`config.mk`:
```
export PLATFORM = sky130hd
export DESIGN_NAME = pixel_serializer
export DESIGN_NICKNAME = d
export VERILOG_FILES = /design/src/rtl/pixel_serializer.sv
export SDC_FILE = /design/constraint.sdc
export NUM_CORES = 1
export LEC_CHECK = 0
export BUFFER_PORTS_ARGS = -buffer_cell sky130_fd_sc_hd__buf_2
export CAP_MARGIN = 0
export CORE_UTILIZATION = 58
export DETAILED_ROUTE_END_ITERATION = 12
export PLACE_DENSITY = 0.86
export SLEW_MARGIN = 20
export SYNTH_ARGS = -nofsm -noshare
export SYNTH_HDL_FRONTEND = slang
export SYNTH_SLANG_ARGS = --single-unit
```
`constraint.sdc`:
```
create_clock -name clk -period 4.96 [get_ports clk]
set_clock_uncertainty 0.15 [all_clocks]
set_input_delay 0.496 -clock clk [delete_from_list [all_inputs] [get_ports clk]]
set_output_delay 0.496 -clock clk [all_outputs]
set_load 0.1 [all_outputs]
```
`src/rtl/pixel_serializer.sv`:
```
`default_nettype none
// ============================================================================
//  Module   : pixel_serializer
//  Purpose  : Shifts an 8-pixel character row out one pixel per clock as a
//             3-bit colour index, with conceal/blink/blanking and error flags.
//  Revision : 1.0 - initial release
// ============================================================================
module pixel_serializer #(
    parameter int REQUEST_LEAD = 2,
    parameter int BLINK_FRAMES = 32
) (
    input  logic       clk,
    input  logic       reset_n,
    input  logic       frame_start,
    input  logic       load,
    input  logic [7:0] row_pixels,
    input  logic [2:0] foreground,
    input  logic [2:0] background,
    input  logic       blink,
    input  logic       conceal,
    input  logic       reveal,
    input  logic       display_enable,
    input  logic       clear_errors,
    output logic [2:0] rgb,
    output logic       request,
    output logic       ready,
    output logic       blink_phase,
    output logic       underrun,
    output logic       overrun
);

    localparam logic [3:0] c_request_at = 4'(REQUEST_LEAD + 1);
    localparam logic [7:0] c_frame_last = 8'(BLINK_FRAMES - 1);

    logic [7:0] r_shreg;
    logic [3:0] r_remaining;
    logic [2:0] r_fg;
    logic [2:0] r_bg;
    logic       r_blk;
    logic       r_con;
    logic [7:0] r_frame_cnt;
    logic       r_blink_phase;
    logic       r_underrun;
    logic       r_overrun;
    logic [2:0] r_rgb;

    logic       w_emit;
    logic       w_ready;
    logic       w_accept;
    logic       w_reject;
    logic       w_hide;
    logic [2:0] w_colour;

    assign w_emit   = (r_remaining != 4'd0);
    assign w_ready  = (r_remaining <= 4'd1);
    assign w_accept = load & w_ready;
    assign w_reject = load & ~w_ready;
    // Colour uses the attributes of the row the pixel belongs to, even on the
    // cycle a new row is being latched.
    assign w_hide   = (r_con & ~reveal) | (r_blk & r_blink_phase);
    assign w_colour = (w_hide | ~r_shreg[7]) ? r_bg : r_fg;

    always_ff @(posedge clk or negedge reset_n) begin
        if (!reset_n) begin
            r_shreg     <= 8'd0;
            r_remaining <= 4'd0;
            r_rgb       <= 3'd0;
        end else begin
            if (w_emit) begin
                r_rgb       <= display_enable ? w_colour : 3'd0;
                r_shreg     <= {r_shreg[6:0], 1'b0};
                r_remaining <= r_remaining - 4'd1;
            end else begin
                r_rgb       <= 3'd0;
            end
            if (w_accept) begin
                r_shreg     <= row_pixels;
                r_remaining <= 4'd8;
            end
        end
    end

    always_ff @(posedge clk or negedge reset_n) begin
        if (!reset_n) begin
            r_fg  <= 3'd0;
            r_bg  <= 3'd0;
            r_blk <= 1'b0;
            r_con <= 1'b0;
        end else if (w_accept) begin
            r_fg  <= foreground;
            r_bg  <= background;
            r_blk <= blink;
            r_con <= conceal;
        end
    end

    always_ff @(posedge clk or negedge reset_n) begin
        if (!reset_n) begin
            r_frame_cnt   <= 8'd0;
            r_blink_phase <= 1'b0;
        end else if (frame_start) begin
            if (r_frame_cnt == c_frame_last) begin
                r_frame_cnt   <= 8'd0;
                r_blink_phase <= ~r_blink_phase;
            end else begin
                r_frame_cnt   <= r_frame_cnt + 8'd1;
            end
        end
    end

    // A fresh error in the same cycle as clear_errors leaves the flag set.
    always_ff @(posedge clk or negedge reset_n) begin
        if (!reset_n) begin
            r_underrun <= 1'b0;
            r_overrun  <= 1'b0;
        end else begin
            r_underrun <= (r_underrun & ~clear_errors) | (~w_emit & display_enable);
            r_overrun  <= (r_overrun & ~clear_errors) | w_reject;
        end
    end

    assign rgb         = r_rgb;
    assign request     = (r_remaining == c_request_at);
    assign ready       = w_ready;
    assign blink_phase = r_blink_phase;
    assign underrun    = r_underrun;
    assign overrun     = r_overrun;

endmodule
`default_nettype wire

```
==> reports/qor.csv <==
stage;metric;value;unit
placed_design;io_buffers;30;
critical_path;end_kind;output port;
cells_and_area;nets;193;
floorplanning;start_util;63.79;%
critical_path;path_class;register to output port;
clock_network;cts_root_buf;clkbuf_4;
clock_network;post_cts_buffers;0;
pwr;swShare;43.75;%
cells_and_area;drive_gt1_share;38.55;%
synthesis;yosys.cell_types.count;31;
synthesis;synth_nets;159;
routing;drt-total-wl;2.960;mm
routing;drcViolationCount;0;
pwr;switchingPower;0.0005487;W
pwr;leakagePower;0.9540;nW
placed_design;dp.cells;188;
floorplanning;die_area;3040;sq um
routing;wl_per_cell;15.10;microns
sta;fmax;0.4149;GHz
run;cap_violations;0;
clock_network;htree_levels;2;
clock_network;clkLatencyLatePin;0.35;ns
pwr;p_per_area;672.3;nW/um^2
sta;maxSlewViolCount;0;
pwr;p_seq_share;38.8;%
critical_path;r2r_start;r_remaining[0];
clock_network;cts_tree;built;
grt;grt_max_degree;35;
floorplanning;die_x;55.14;microns
pwr;pwr-share-clk;12.8;%
grt;grt_pass1_wl;4.623;mm
pwr;ir_drop;585.8;uV
clock_network;clockBufferDepth;2;
critical_path;cp_max_fo;4;
floorplanning;rows;18;
synthesis;synth_area;1638;sq um
floorplanning;core;2567;sq um
placed_design;dpl-instance-area;1805;sq um
critical_path;critPathLaunch;r_remaining[1];
sta;timing.final.ws_setup;2.550;ns
clock_network;hold_buffers;0;
clock_network;clock_sinks;34;
sta;setup_viol;0;
sta;timing.hold.ws;0.05096;ns
grt;antenna_found_initial;0;
critical_path;critPathArrivalTime;1.76;ns
grt;gr-usage-all-layers;23.26;%
outcome;status;finished clean;
synthesis;yosysWarnings;0;
grt;met2_usage;36.95;%
routing;dr_total_vias;1105;
cells_and_area;num_antenna_cells;0;
routing;ant_nets;0;
clock_network;path_clk_slew;0.11;ns
critical_path;worstPathRequired;4.31;ns
sta;fin_tns_setup;0;ns
floorplanning;dieHeight;55.14;microns
floorplanning;io_pins;31;
synthesis;netlist_instances;131;
grt;use_met3;6.284;%
grt;grt-ovfl-total;0;
sta;rsz0062_at_grt;false;
cells_and_area;instances_no_fill;196;
pwr;p_comb_share;48.4;%
placed_design;gp_congestion;0.7580;
routing;viasPerCell;5.638;
clock_network;numCtsBuffers;5;
grt;grt_busiest_layer;met2;
critical_path;cp-start-kind;register;
placed_design;place_hpwl;2.193;mm
sta;hold_viol;0;
sta;worstMarginPinSlew;1.084;ns
sta;timing.final.crit_period;2.410;ns
synthesis;seq_area_frac_synth;51.95;%
synthesis;ys_seq_elements;34;
routing;drtPass1Iterations;4;
sta;finalCritPeriodShare;48.59;%
placed_design;post-place-ws;2.701;ns
cells_and_area;syn_to_final_growth;13.90;%
synthesis;syn_avg_cell_area;12.50;sq um
grt;grtUsageMet1;26.92;%
routing;drt_iter0_markers;18;
grt;grt_pass1_vias;1039;
pwr;p_int;0.0007054;W
cells_and_area;final_area;1866;sq um
clock_network;cts.repair.resized;0;
sta;max_slew_margin;27.53;%
min_path;hp-class;primary input to asynchronous set/reset pin;
-- power groups by stage --
stage	logic (W)	registers, W	clock network, W
after floorplan	0.000380	0.000605	0
after global placement	0.000583	0.000483	0
after detailed placement	0.000607	0.000492	0
after CTS	0.000611	0.000486	0.000162
after global routing	0.000650	0.000506	0.000173
final	0.000606	0.000487	0.000161
-- cells in the mapped netlist --
cell / number / area share, %
mux2_2: 12 / 8.3
and3_2: 1 / 0.46
a21oi_1: 5 / 1.5
xnor2_1: 5 / 2.7
dfrtp_1: 34 / 52
and2_1: 2 / 0.76
o22ai_1: 1 / 0.38
nand3_1: 1 / 0.31
mux2_4: 12 / 11
or4b_2: 1 / 0.61
o221ai_1: 1 / 0.53
clkbuf_1: 1 / 0.23
o21ai_0: 2 / 0.61
a221oi_1: 1 / 0.53
mux2i_1: 1 / 0.61
xor2_1: 4 / 2.1
buf_6: 1 / 0.69
ha_1: 5 / 3.8
nand2b_1: 1 / 0.38
o21a_1: 1 / 0.46
nand2_1: 9 / 2.1
o31ai_1: 4 / 1.8
nor3_1: 2 / 0.61
buf_2: 1 / 0.31
nor3b_1: 1 / 0.46
nor2_1: 7 / 1.6
nor2b_1: 1 / 0.38
or3b_1: 1 / 0.53
inv_1: 7 / 1.6
nand4_1: 5 / 1.9
o211ai_2: 1 / 0.76
-- per-stage QoR --
step	utilization, %	total power (W)
2_1_floorplan	-	0.0009849
3_3_place_gp	70.32	0.001067
3_5_place_dp	70.32	0.001099
4_1_cts	72.66	0.001259
5_1_grt	72.66	0.001329
6_report	72.66	0.001254
-- logic make-up (layout without fill, tap and decap cells) --
family	count (synthesis)	count (layout)	synth area share [%]
flops	34	34	51.95
simple gates	32	32	10.08
mux	25	25	19.86
compound gates	16	16	6.647
buf+inv	10	45	2.826
xor+xnor	9	9	4.812
fa+ha+maj	5	5	3.820
-- metal layers --
layer / up-vias / wire (microns) / part of all wire, %
li1: 531 / - / -
met1: 539 / 1286 / 43
met2: 27 / 1464 / 49
met3: 8 / 140 / 4.7
met4: 0 / 69 / 2.3
met5: - / 0 / 0
-- layout make-up --
class                           count  area, sq um
Clock buffer                        7        55.05
Clock inverter                      1        5.005
Tap cell                           30        37.54
Inverter                            7        26.28
Timing Repair Buffer               30        150.1
Multi-Input combinational cell     87        740.7
Fill cell                         188        701.9
Sequential cell                    34        850.8
-- flip-flops by register name (all words and copies together) (netlist names) --
name / count
blink_phase: 1
overrun: 1
r_shreg: 8
r_remaining: 4
r_frame_cnt: 8
r_fg: 3
r_bg: 3
r_blk: 1
underrun: 1
r_con: 1
rgb: 3
-- critical path, stage by stage, from the launching register on --
cell and delay [ns]:
dfrtp_1 0.42, inv_1 0.12, ha_1 0.24, o21a_1 0.20, buf_2 0.45
-- final timing paths --
check	to	slack, ns	cells after the start
worst max-delay path	ready	2.55	4
worst min-delay path	r_shreg[4]	0.05	1
worst max register to register	r_shreg[6]	2.68	4
worst min register to register	r_frame_cnt[7]	0.34	1
max in group asynchronous	overrun	4.13	1
min in group clk	underrun	0.21	2
-- cells in the final DEF (no fill, tap or decap) --
cell and n:
buf_2 30, or3b_1 1, nor3_1 2, mux2_4 12, and2_1 2, dfrtp_1 34
xnor2_1 5, clkinv_2 1, ha_1 5, nand2b_1 1, nor2b_1 1, nand2_1 9
inv_1 7, nor2_1 7, o31ai_1 4, nand3_1 1, or4b_2 1, nand4_1 5
clkbuf_4 5, mux2i_1 1, clkbuf_1 1, a21oi_1 5, o221ai_1 1, o211ai_2 1
xor2_1 4, mux2_2 12, clkbuf_8 1, and3_2 1, o22ai_1 1, nor3b_1 1
a221oi_1 1, o21ai_0 2, o21a_1 1
(Power assumes the default switching activity.)
